--- src/rtl/spram_arbiter_if.sv ---
// Requester-side bus for one port of the SPRAM arbiter: a valid/ready
// request channel plus the registered read-response channel.
interface spram_arbiter_if #(
  parameter int ADDR_WIDTH = 14
) ();
  logic                  valid;
  logic                  write;
  logic [3:0]            wmask;
  logic [31:0]           wdata;
  logic [ADDR_WIDTH-1:0] addr;
  logic                  ready;
  logic                  rvalid;
  logic [31:0]           rdata;

  modport master (
    output valid, write, wmask, wdata, addr,
    input  ready, rvalid, rdata
  );

  modport slave (
    input  valid, write, wmask, wdata, addr,
    output ready, rvalid, rdata
  );
endinterface

--- src/rtl/spram_arbiter.sv ---
// Shares one single-port SPRAM between the pipeline port (A, fixed priority)
// and a secondary master (B). B is forced through after STARVE_LIMIT cycles
// of losing to A, and a read tag steers the registered SPRAM data back to
// whichever port issued the read one cycle earlier.
module spram_arbiter #(
  parameter int ADDR_WIDTH   = 14,
  parameter int STARVE_LIMIT = 4
) (
  input  logic                  clk,
  input  logic                  rstn,
  spram_arbiter_if.slave        port_a,
  spram_arbiter_if.slave        port_b,
  output logic                  mem_write,
  output logic [3:0]            mem_wmask,
  output logic [31:0]           mem_wdata,
  output logic [ADDR_WIDTH-1:0] mem_addr,
  input  logic [31:0]           mem_rdata
);

  localparam logic [3:0] LIMIT = 4'(STARVE_LIMIT);

  logic       grant_a;
  logic       grant_b;
  logic       force_b;
  logic [3:0] wait_cnt_d, wait_cnt_q;
  logic [1:0] rd_tag_d, rd_tag_q;

  // Grant decision, SPRAM mux and next-state for the counter and read tag.
  always_comb begin
    force_b = (wait_cnt_q == LIMIT);
    grant_b = port_b.valid & (~port_a.valid | force_b);
    grant_a = port_a.valid & ~grant_b;

    port_a.ready = grant_a;
    port_b.ready = grant_b;

    // With no grant the address follows A so the SPRAM does a harmless read.
    if (grant_b) begin
      mem_addr  = port_b.addr;
      mem_wdata = port_b.wdata;
      mem_wmask = port_b.wmask;
    end else begin
      mem_addr  = port_a.addr;
      mem_wdata = port_a.wdata;
      mem_wmask = port_a.wmask;
    end
    mem_write = (grant_a & port_a.write) | (grant_b & port_b.write);

    wait_cnt_d = wait_cnt_q;
    if (grant_b || !port_b.valid) begin
      wait_cnt_d = 4'd0;
    end else if (grant_a && (wait_cnt_q != LIMIT)) begin
      wait_cnt_d = wait_cnt_q + 4'd1;
    end

    rd_tag_d = {grant_b & ~port_b.write, grant_a & ~port_a.write};

    port_a.rvalid = rd_tag_q[0];
    port_b.rvalid = rd_tag_q[1];
    port_a.rdata  = mem_rdata;
    port_b.rdata  = mem_rdata;
  end

  // Starvation counter and read-response tag, cleared asynchronously.
  always_ff @(posedge clk or negedge rstn) begin
    if (!rstn) begin
      wait_cnt_q <= 4'd0;
      rd_tag_q   <= 2'b00;
    end else begin
      wait_cnt_q <= wait_cnt_d;
      rd_tag_q   <= rd_tag_d;
    end
  end

endmodule

--- src/flat_wrapper.sv ---
// flat-port wrapper written by rule: the top's interface ports become plain ports
module spram_arbiter_flat 
#(
  parameter int ADDR_WIDTH   = 14,
  parameter int STARVE_LIMIT = 4
)
  (clk, rstn, mem_write, mem_wmask, mem_wdata, mem_addr, mem_rdata, port_a_valid, port_a_write, port_a_wmask, port_a_wdata, port_a_addr, port_a_ready, port_a_rvalid, port_a_rdata, port_b_valid, port_b_write, port_b_wmask, port_b_wdata, port_b_addr, port_b_ready, port_b_rvalid, port_b_rdata);
  spram_arbiter_if #(.ADDR_WIDTH(ADDR_WIDTH)) port_a_i ();
  spram_arbiter_if #(.ADDR_WIDTH(ADDR_WIDTH)) port_b_i ();
  input  logic clk;
  input  logic rstn;
  output logic mem_write;
  output logic [3:0] mem_wmask;
  output logic [31:0] mem_wdata;
  output logic [ADDR_WIDTH-1:0] mem_addr;
  input  logic [31:0] mem_rdata;
  input wire logic [$bits(port_a_i.valid)-1:0] port_a_valid;
  input wire logic [$bits(port_a_i.write)-1:0] port_a_write;
  input wire logic [$bits(port_a_i.wmask)-1:0] port_a_wmask;
  input wire logic [$bits(port_a_i.wdata)-1:0] port_a_wdata;
  input wire logic [$bits(port_a_i.addr)-1:0] port_a_addr;
  output wire logic [$bits(port_a_i.ready)-1:0] port_a_ready;
  output wire logic [$bits(port_a_i.rvalid)-1:0] port_a_rvalid;
  output wire logic [$bits(port_a_i.rdata)-1:0] port_a_rdata;
  input wire logic [$bits(port_b_i.valid)-1:0] port_b_valid;
  input wire logic [$bits(port_b_i.write)-1:0] port_b_write;
  input wire logic [$bits(port_b_i.wmask)-1:0] port_b_wmask;
  input wire logic [$bits(port_b_i.wdata)-1:0] port_b_wdata;
  input wire logic [$bits(port_b_i.addr)-1:0] port_b_addr;
  output wire logic [$bits(port_b_i.ready)-1:0] port_b_ready;
  output wire logic [$bits(port_b_i.rvalid)-1:0] port_b_rvalid;
  output wire logic [$bits(port_b_i.rdata)-1:0] port_b_rdata;
  assign port_a_i.valid = port_a_valid;
  assign port_a_i.write = port_a_write;
  assign port_a_i.wmask = port_a_wmask;
  assign port_a_i.wdata = port_a_wdata;
  assign port_a_i.addr = port_a_addr;
  assign port_a_ready = port_a_i.ready;
  assign port_a_rvalid = port_a_i.rvalid;
  assign port_a_rdata = port_a_i.rdata;
  assign port_b_i.valid = port_b_valid;
  assign port_b_i.write = port_b_write;
  assign port_b_i.wmask = port_b_wmask;
  assign port_b_i.wdata = port_b_wdata;
  assign port_b_i.addr = port_b_addr;
  assign port_b_ready = port_b_i.ready;
  assign port_b_rvalid = port_b_i.rvalid;
  assign port_b_rdata = port_b_i.rdata;
  spram_arbiter #(.ADDR_WIDTH(ADDR_WIDTH), .STARVE_LIMIT(STARVE_LIMIT)) u_core (.clk(clk), .rstn(rstn), .port_a(port_a_i), .port_b(port_b_i), .mem_write(mem_write), .mem_wmask(mem_wmask), .mem_wdata(mem_wdata), .mem_addr(mem_addr), .mem_rdata(mem_rdata));
endmodule
--- config.mk ---
export PLATFORM = sky130hd
export DESIGN_NAME = spram_arbiter_flat
export DESIGN_NICKNAME = d
export VERILOG_FILES = /design/src/rtl/spram_arbiter_if.sv /design/src/rtl/spram_arbiter.sv /design/src/flat_wrapper.sv
export SDC_FILE = /design/constraint.sdc
export NUM_CORES = 1
export LEC_CHECK = 0
export BUFFER_PORTS_ARGS = -buffer_cell sky130_fd_sc_hd__buf_4
export CAP_MARGIN = 20
export CORE_AREA = 3 3 99 101
export DETAILED_ROUTE_END_ITERATION = 7
export DIE_AREA = 0 0 102 104
export PLACE_DENSITY = 0.65
export SLEW_MARGIN = 5
export SYNTH_ARGS = -nofsm -noshare
export SYNTH_HDL_FRONTEND = slang
export SYNTH_SLANG_ARGS = --single-unit
--- constraint.sdc ---
create_clock -name clk -period 2.51 [get_ports clk]
set_input_delay 0.251 -clock clk [delete_from_list [all_inputs] [get_ports clk]]
set_output_delay 0.251 -clock clk [all_outputs]
set_load 0.05 [all_outputs]
==> results.ini, run 1 <==
[sta]
maxSlewViolCount = 0
fin_skew_ps = 0.395
period_share_pct = 94.2
slew_headroom_pct = 77.7
grt_setup_unrepaired = yes
setup_viol = 0
hold_viol_final = 0
tightest_slew_ps = 335
max_clock_freq_ghz = 0.423
period_needed_ps = 2360

[floorplan]
io_pins = 257
design.die.area_mm2 = 0.0106
fp-row-count = 35
die_h_um = 104
start_util_pct = 17.7
core_area_mm2 = 0.00911
fp.dieW_um = 102

[place]
hpwl_um = 4480
portBuffers = 160
routabilityCongestion = 0.759
dp.cells = 349

[finish]
syn_to_final_growth_pct = 52.4
fin_nets = 385
drive_above_1_share_pct = 88.9
n_antenna_cell = 0
layout.cells.non_filler = 354

[drt]
ant_nets = 0
first_iter_violations = 12
drt_pre_antenna_iters = 4
finalWirelength_um = 5400
via_per_inst = 3.73
routedWlPerCell_um = 15.3
route.detailed.drc = 0
vias = 1322

[worst_setup_path]
startpoint_type = flop
critical_path_class = flop to output port
worstPathRequired_ps = 2260
critPathCaptureType = output port
arrival_ps = 2110
crit_path_max_fanout = 27

[synthesis]
yosysWarnings = 0
ys_seq_area_share_pct = 9.33
syn_area_per_cell_um2 = 10.9
syn-cell-area_mm2 = 0.00161
synth_nets = 287
yosys.area.top_type = mux2_4
synth_edf_count = 0
yosysTopAreaCellShare_pct = 42.0
ys_ff_latch = 6
synth_flop_cell = dfrtp_1
syn_inst = 147
synth.area.top_cells = mux2_4 (42%), buf_4 (30%), dfrtp_1 (9.3%)
async_flop_share_pct = 100
yosysUniqueCellTypes = 19
synth_most_common_cell = buf_4
synthTopCellsByCount = buf_4 (64), mux2_4 (45), dfrtp_1 (6)

[global_route]
grt_util_met2_pct = 13.8
grt_pass1_vias = 1300
grt_pass1_wl_um = 6990
grt_busiest_layer = met2
grt_use_total_pct = 8.30
grt_max_degree = 56
grt-ovfl-total = 0
met3_usage_pct = 5.84
antenna_found_initial = 1
gr-usage-met1_pct = 8.62

[pwr]
power.total_w = 0.000879
power-per-cell-area_mw_per_mm2 = 358
p_leak_nw = 1.31
vdd_drop_max_mv = 0.256

[cts]
cts_tree = yes
post_cts_buffers = 0
cts_max_path_buffers = 2
htreeDepth = 1
cts.clk_slew.worst_paths_ps = 30
root_buffer = clkbuf_8
cts_sinks = 6
cts_buffers = 3
clock_latency_ps = 220

[job]
drv_cap = 0

[worst_hold_path]
hold_class = input port to flop

[status]
status = complete, no violations

flip-flops by register name, summed over array words and instances, names as in the netlist:
register           flops
u_core.wait_cnt_q      4
u_core.rd_tag_q        2
layout by cell type (no fill, tap or decap), drive strengths merged:
| master | n |
|---|---|
| dfrtp | 6 |
| xor2 | 1 |
| a21boi | 1 |
| mux2 | 50 |
| mux2i | 1 |
| ha | 2 |
| xnor2 | 1 |
| dlygate4sd3 | 1 |
| nor2 | 4 |
| clkbuf | 4 |
| nand3 | 2 |
| nand3b | 1 |
| buf | 161 |
| nor2b | 1 |
| nor3b | 1 |
| nand2 | 1 |
| and2 | 1 |
| inv | 4 |
cell type report:
class	instances	area, um2
Timing Repair Buffer	163	1250
Sequential cell	6	150
Inverter	4	15.0
Clock buffer	3	41.3
Fill cell	955	6660
Multi-Input combinational cell	67	860
Tap cell	111	139
final timing paths:
path                            cells after the start                    to  slack (ps)            startpoint
worst max-delay path                                7         mem_wdata[26]         150  u_core.wait_cnt_q[0]
max in group asynchronous                           2  u_core.wait_cnt_q[0]        2000                  rstn
worst min-delay path                                2    u_core.rd_tag_q[0]         200          port_a_write
worst max register to register                      6    u_core.rd_tag_q[1]         910  u_core.wait_cnt_q[0]
worst min register to register                      1  u_core.wait_cnt_q[0]         490  u_core.wait_cnt_q[0]
min in group asynchronous                           2  u_core.wait_cnt_q[2]         400                  rstn
metrics by stage:
| stage | hold slack, ps | setup WS (ps) | setup TNS [ps] | utilization, % | instance area [um2] |
|---|---|---|---|---|---|
| 3_3_place_gp | 61.0 | 396 | 0 | 26.2 | 2380 |
| 4_1_cts | 196 | 112 | 0 | 26.7 | 2440 |
| 5_1_grt | 201 | -19.5 | -247 | 26.9 | 2450 |
| 6_report | 200 | 145 | 0 | 26.9 | 2450 |
| 2_1_floorplan | -44.6 | 186 | 0 | - | 1610 |
| 3_5_place_dp | 62.0 | 351 | 0 | 26.2 | 2380 |
critical path, cell delays in order, from the launching register on:
cell      delay [ps]
dfrtp_1          400
inv_1             70
ha_1             130
nand3b_1         150
a21boi_4         270
buf_6            350
mux2_4           330
buf_4            200
metal layers:
layer,share of wire (%),vias up
met5,0.31,-
li1,-,617
met4,0.26,2
met3,18,4
met2,47,135
met1,34,564
repair_timing:
item | 4_1_cts | 5_1_grt
gates resized for setup | 0 | 1
endpoints found under the hold margin | 6 | 0
endpoints found under the setup margin | 0 | 5
hold buffers | 1 | 0
power breakdown:
part | leakage, nW | internal, W | switching (W)
clock | 0.0216 | 0.000103 | 0.0000399
combinational | 1.21 | 0.000288 | 0.000346
sequential | 0.0814 | 0.000100 | 0.00000181
logic make-up (layout without fill, tap and decap cells):
logic type	after synthesis	count (layout)	synth area share (%)
buf+inv	74	170	37.7
mux	51	51	46.1
simple gates	11	11	3.50
flops	6	6	9.33
fa+ha+maj	2	2	1.55
xor+xnor	2	2	1.09
compound gates	1	1	0.700
Power figures use the tool's default switching activity.
==> run 2, diff against run 1 <==
ABC_AREA = 1   (was not set)
CORE_AREA = 3 3 100 102   (was 3 3 99 101)
DIE_AREA = 0 0 103 105   (was 0 0 102 104)
clock period = 1.9 ns   (was 2.51 ns; I/O delays follow)
==> run 2 against run 1 <==
Compared with the run above:
- largest cell class unchanged
- highest routed layer is now met4
- critical endpoint is now mem_wdata[19]
- synthesized cell count rose by 80%
- hold slack lost 71 ps
- via count up 48%
==> results.ini, run 2 <==
[worst_setup_path]
arrival_ps = 1650  ; was 2110 ps
critical_path_class = flop to output port  ; unchanged
worstPathRequired_ps = 1710  ; was 2260 ps
crit_path_max_fanout = 7  ; was 27
cp_common_cell = nand2_1
slowest_stage = dfrtp_1  ; unchanged
cp_slowest_stage_delay_ps = 360  ; was 400 ps
crit_chain = inv_1 > ha_2 > nand3_2 > nand2_4 > nand2_8 > clkbuf_16 > nand2_1 > nand2_1 > buf_6  ; was inv_1 > ha_1 > nand3b_1 > a21boi_4 > buf_6 > mux2_4 > buf_4
startpoint_type = flop  ; unchanged
critPathCaptureType = output port  ; unchanged

[cts]
cts.clk_slew.worst_paths_ps = 30  ; about the same
cts_sinks = 6  ; unchanged
clock_latency_ps = 220  ; about the same
htreeDepth = 1  ; unchanged
cts_tree = yes  ; unchanged
cts_max_path_buffers = 2  ; unchanged
root_buffer = clkbuf_8  ; unchanged
cts_buffers = 3  ; unchanged

[drt]
route.detailed.drc = 0  ; unchanged
vias = 1954  ; was 1,322
drt_pre_antenna_iters = 4  ; unchanged
finalWirelength_um = 6380  ; was 5400 um
ant_nets = 0  ; unchanged
routedWlPerCell_um = 13.3  ; was 15.3 um
via_per_inst = 4.09  ; was 3.73
first_iter_violations = 59  ; was 12

[global_route]
grt_pass1_vias = 1877  ; was 1,300
antenna_found_initial = 0  ; was 1
grt_use_total_pct = 9.65  ; was 8.30%
grt_pass1_wl_um = 8400  ; was 6990 um
grt-ovfl-total = 0  ; unchanged
grt_max_degree = 42  ; was 56

[synthesis]
synth_nets = 404  ; was 287
synthTopCellsByCount = nand2_1 (103), buf_4 (69), nand3_1 (53)  ; was buf_4 (64), mux2_4 (45), dfrtp_1 (6)
syn_area_per_cell_um2 = 5.69  ; was 10.9 um2
yosysUniqueCellTypes = 15  ; was 19
synth_flop_cell = dfrtp_1  ; unchanged
ys_seq_area_share_pct = 10.0  ; was 9.33%
syn_inst = 264  ; was 147
synth_edf_count = 0  ; unchanged
ys_ff_latch = 6  ; unchanged
async_flop_share_pct = 100  ; unchanged
yosysTopAreaCellShare_pct = 34.5  ; was 42.0%
synthAdderAreaFrac_pct = 1.67  ; was 1.56%
synth_top_family_by_area = simple AND/OR/NAND/NOR gates  ; was multiplexers
synthMuxAreaShare_pct = 0  ; was 46.1%
synth_xor_area_share_pct = 1.17  ; was 1.09%
yosysWarnings = 0  ; unchanged
synth-simple-area-share_pct = 47.3  ; was 3.50%
yosys.area.top_type = buf_4  ; was mux2_4
synth_compound_area_share_pct = 0.333  ; was 0.700%
syn-cell-area_mm2 = 0.00150  ; was 0.00161 mm2
synth_most_common_cell = nand2_1  ; was buf_4
synth.area.top_cells = buf_4 (35%), nand2_1 (26%), nand3_1 (18%)  ; was mux2_4 (42%), buf_4 (30%), dfrtp_1 (9.3%)

[sta]
max_clock_freq_ghz = 0.543
setup_viol = 0  ; unchanged
tns_ps = 0  ; unchanged
fin_skew_ps = 0.302  ; was 0.395 ps
slew_headroom_pct = 82.3  ; was 77.7%
tightest_slew_ps = 266  ; was 335 ps
grt_setup_unrepaired = yes  ; unchanged
period_needed_ps = 1840
maxSlewViolCount = 0  ; unchanged
hold_viol_final = 0  ; unchanged
period_share_pct = 97.0

[job]
drv_cap = 0  ; unchanged

[floorplan]
fp.dieW_um = 103  ; was 102 um
fp-row-count = 35  ; unchanged
core_area_mm2 = 0.00920  ; was 0.00911 mm2
die_h_um = 105  ; was 104 um
io_pins = 257  ; unchanged
start_util_pct = 16.3  ; was 17.7%
design.die.area_mm2 = 0.0108  ; was 0.0106 mm2

[finish]
n_antenna_cell = 0  ; unchanged
post-route-util_pct = 31.1  ; was 26.9%
regArea_um2 = 150  ; unchanged
final_cell_mix = buf_4 (127), nand2_1 (73), nand3_1 (53)  ; was buf_4 (160), mux2_4 (45), dfrtp_1 (6)
largest_reg_flops = 4  ; unchanged
syn_to_final_growth_pct = 90.3  ; was 52.4%
top_regs = u_core.wait_cnt_q x4, u_core.rd_tag_q x2  ; unchanged
drive_above_1_share_pct = 59.1  ; was 88.9%
layout_commonest_cell = buf_4  ; unchanged
fill_cells = 981  ; was 955
multi_input_area_um2 = 867  ; was 860 um2
regMostFlops = u_core.wait_cnt_q  ; unchanged
fin_nets = 509  ; was 385

[worst_hold_path]
hold_class = input port to flop  ; unchanged

[pwr]
power-per-cell-area_mw_per_mm2 = 449  ; was 358 mW/mm2
p_leak_nw = 1.59  ; was 1.31 nW
vdd_drop_max_mv = 0.172  ; was 0.256 mV

[place]
portBuffers = 160  ; unchanged
hpwl_um = 4650  ; was 4480 um
routabilityCongestion = 0.672  ; was 0.759

[status]
status = complete, no violations  ; unchanged

run 2: worst max-delay path: cells and delay by family, from the launching register on:
family        cells  cell delay (ps)
flops             1              360
buf+inv           3              410
fa+ha+maj         1              180
simple gates      5              480
run 2: worst paths after layout:
kind / startpoint / end / slack, ps / cells after the start
setup / recovery: u_core.wait_cnt_q[1] / mem_wdata[19] / 60 / 9
hold / removal: port_b_write / u_core.rd_tag_q[1] / 130 / 2
setup reg to reg: u_core.wait_cnt_q[1] / u_core.rd_tag_q[1] / 600 / 7
hold reg to reg: u_core.wait_cnt_q[3] / u_core.wait_cnt_q[3] / 580 / 2
max in group asynchronous: rstn / u_core.wait_cnt_q[3] / 1460 / 2
min in group asynchronous: rstn / u_core.wait_cnt_q[1] / 330 / 2
run 2: layer usage:
layer	wire, um	vias up	global-route usage, %	part of all wire, %
met2	3480	112	19.5	55
met5	0	-	0	0
li1	-	969	-	-
met3	553	22	1.60	8.7
met1	2110	851	8.29	33
met4	235	0	5.83	3.7
run 2: power by group:
part	switching, W	internal, W
logic	0.000560	0.000407
registers	0.00000153	0.000132
clock network	0.0000476	0.000135
total	0.000609	0.000675
run 2: repair_timing:
action / 4_1_cts / 5_1_grt
pin swaps: 1 / 11
endpoints found under the hold margin: 6 / 0
hold buffers: 1 / 0
gates cloned: 2 / 3
resized for setup: 16 / 67
setup endpoints to repair: 36 / 49
buffers inserted: 4 / 4
run 2: through the flow:
step	cell area, um2	instances	hold slack (ps)	worst slack (ps)	power [W]
floorplan	1510	264	-106	191	0.000981
global placement	2360	461	-2.33	176	0.000963
detailed placement	2360	461	-0.785	129	0.000970
CTS	2540	471	126	9.85	0.00120
global route	2860	478	129	-36.5	0.00135
finish	2860	478	129	56.9	0.00128
run 2: layout make-up:
| type | count | share of cell area [%] |
|---|---|---|
| Clock buffer | 3 | 1.45 |
| Timing Repair Buffer | 179 | 57.2 |
| Inverter | 7 | 0.920 |
| Tap cell | 111 | 4.86 |
| Multi-Input combinational cell | 172 | 30.4 |
| Sequential cell | 6 | 5.26 |
run 2: kinds of logic after synthesis:
family | Yosys count
xor gates and xnor gates | 2
AOI/OAI and AO/OA | 1
DFF | 6
adders and majority gates | 2
buffers and inverters | 87
and+or+nand+nor | 166
==> run 3, diff against run 2 <==
ABC_AREA = not set   (was 1)
CORE_AREA = 3 3 98 100   (was 3 3 100 102)
DIE_AREA = 0 0 101 103   (was 0 0 103 105)
PLACE_DENSITY = 0.68   (was 0.65)
==> run 3 against run 2 <==
Compared with the run above:
- the run now ends with setup timing left
- die area shrank 3.8%
- highest routed layer unchanged
- non-clock buffer count rose by 3
- sequential power hardly changed
- clock-buffer cell count unchanged
- largest cell class unchanged
- critical path type unchanged
- routed wire length shrank 13%
- maximum frequency fell by 14%
==> results.ini, run 3 (synthesized netlist as in run 1, its figures left out) <==
[status]
status = complete, but fails checks  ; was complete, no violations
violations = setup timing

[floorplan]
fp-row-count = 34  ; was 35
fp.dieW_um = 101  ; was 103 um
die_h_um = 103  ; was 105 um
io_pins = 257  ; unchanged
core_area_mm2 = 0.00876  ; was 0.00920 mm2
design.die.area_mm2 = 0.0104  ; was 0.0108 mm2
start_util_pct = 18.4  ; was 16.3%

[worst_setup_path]
r2r_end = u_core.wait_cnt_q[2]  ; was u_core.rd_tag_q[1]
cp_common_cell = buf_6  ; was nand2_1
ff2ff_path_depth = 8  ; was 7
worstPathRequired_ps = 1710  ; about the same
slowest_stage = dfrtp_1  ; unchanged
critPathCaptureType = output port  ; unchanged
startpoint_type = flop  ; unchanged
arrival_ps = 1950  ; was 1650 ps
critical_path_class = flop to output port  ; unchanged
cp_slowest_stage_delay_ps = 370  ; was 360 ps
cp-startpoint = u_core.wait_cnt_q[1]  ; unchanged
r2r_slack_ps = 500  ; was 600 ps
crit_end = mem_addr[7]  ; was mem_wdata[19]
crit_path_max_fanout = 7  ; unchanged
r2r-start = u_core.wait_cnt_q[1]  ; unchanged
crit_chain = inv_1 > ha_1 > nand3b_1 > a21boi_4 > buf_12 > buf_8 > buf_6 > mux2_4 > buf_6  ; was inv_1 > ha_2 > nand3_2 > nand2_4 > nand2_8 > clkbuf_16 > nand2_1 > nand2_1 > buf_6

[global_route]
grt_util_met2_pct = 16.1  ; was 19.5%
grt_busiest_layer = met2  ; unchanged
grt_pass1_vias = 1493  ; was 1,877
gr-usage-met1_pct = 10.4  ; was 8.29%
met3_usage_pct = 4.19  ; was 1.60%
grt_pass1_wl_um = 7530  ; was 8400 um
grt_max_degree = 10  ; was 42
grt_use_total_pct = 9.21  ; was 9.65%
antenna_found_initial = 0  ; unchanged
grt-ovfl-total = 0  ; unchanged

[cts]
cts_tree = yes  ; unchanged
clock_latency_ps = 220  ; about the same
cts.clk_slew.worst_paths_ps = 30  ; about the same
cts_max_path_buffers = 2  ; unchanged
root_buffer = clkbuf_8  ; unchanged
htreeDepth = 1  ; unchanged
cts_sinks = 6  ; unchanged
cts_buffers = 3  ; unchanged

[worst_hold_path]
hold_class = input port to flop  ; unchanged

[drt]
routedWlPerCell_um = 14.9  ; was 13.3 um
finalWirelength_um = 5530  ; was 6380 um
vias = 1416  ; was 1,954
via_per_inst = 3.83  ; was 4.09
drt_pre_antenna_iters = 4  ; unchanged
ant_nets = 0  ; unchanged
first_iter_violations = 9  ; was 59
route.detailed.drc = 0  ; unchanged

[pwr]
vdd_drop_max_mv = 0.137  ; was 0.172 mV
p_leak_nw = 1.48  ; was 1.59 nW
power-per-cell-area_mw_per_mm2 = 449  ; about the same

[sta]
maxSlewViolCount = 0  ; unchanged
grt_setup_unrepaired = yes  ; unchanged
tightest_slew_ps = 221  ; was 266 ps
fin_skew_ps = 1.96  ; was 0.302 ps
period_share_pct = 113  ; was 97.0%
worst_slack_ps = -242  ; was 56.9 ps
max_clock_freq_ghz = 0.467  ; was 0.543 GHz
hold_viol_final = 0  ; unchanged
period_needed_ps = 2140  ; was 1840 ps
setup_viol = 52  ; was 0
slew_headroom_pct = 85.2  ; was 82.3%

[place]
portBuffers = 160  ; unchanged
hpwl_um = 4690  ; was 4650 um
dp.cells = 358  ; was 461
routabilityCongestion = 0.895  ; was 0.672

[finish]
layout_commonest_cell = buf_4  ; unchanged
fill_cells = 881  ; was 981
regMostFlops = u_core.wait_cnt_q  ; unchanged
top_regs = u_core.wait_cnt_q x4, u_core.rd_tag_q x2  ; unchanged
post-route-util_pct = 32.0  ; was 31.1%
drive_above_1_share_pct = 90.5  ; was 59.1%
final_cell_mix = buf_4 (143), mux2_4 (48), buf_6 (28)  ; was buf_4 (127), nand2_1 (73), nand3_1 (53)
multi_input_area_um2 = 891  ; was 867 um2
n_antenna_cell = 0  ; unchanged
regArea_um2 = 150  ; unchanged
syn_to_final_growth_pct = 74.3  ; was 90.3%
fin_nets = 404  ; was 509
layout.cells.non_filler = 370  ; was 478
largest_reg_flops = 4  ; unchanged

[job]
drv_cap = 0  ; unchanged

-- run 3: per-stage QoR --
step	cell area [um2]	setup WS (ps)	total power, W	hold WS, ps	TNS (ps)
finish	2800	-242	0.00126	150	-10100
global route	2800	-340	0.00131	150	-14970
CTS	2800	-266	0.00128	147	-11360
detailed placement	2500	-60.4	0.00100	0.971	-1860
global placement	2500	-12.7	0.000998	-2.00	-25.9
floorplan	1620	58.3	0.00104	-106	0
-- run 3: layer usage --
layer,vias to the layer above,wire (um)
met1,627,1930
met3,6,886
li1,655,-
met5,-,0
met4,0,13
met2,128,2710
-- run 3: worst min-delay path by stage --
stage,startpoint,endpoint,slack [ps],cells past startpoint
finish,port_a_write,u_core.rd_tag_q[0],150,2
global route,port_a_write,u_core.rd_tag_q[0],150,2
CTS,port_a_write,u_core.rd_tag_q[0],150,2
detailed placement,rstn,u_core.wait_cnt_q[1],1,1
global placement,rstn,u_core.wait_cnt_q[0],-2,1
floorplan,rstn,u_core.rd_tag_q[0],-110,0
-- run 3: critical path, delay by kind of cell, from the launching register on --
kind,cells,cell delay (ps)
compound gates,1,200
fa+ha+maj,1,130
buf+inv,5,600
flops,1,370
mux,1,300
simple gates,1,130
-- run 3: timing repair --
action / CTS / global route
setup endpoints to repair: 51 / 52
hold buffers: 1 / 0
setup buffers: 8 / 1
gates cloned: 1 / 0
pin swaps: 1 / 0
gates resized for setup: 45 / 3
endpoints found under the hold margin: 6 / 0
-- run 3: where the power goes --
group          switching (W)  internal, W
combinational       0.000485     0.000459
clock              0.0000468     0.000135
sequential        0.00000172     0.000132
-- run 3: final cells by class --
class / count / area share [%]
Clock buffer: 3 / 1.47
Inverter: 4 / 0.535
Multi-Input combinational cell: 67 / 31.8
Sequential cell: 6 / 5.35
Tap cell: 108 / 4.82
Timing Repair Buffer: 182 / 56.0
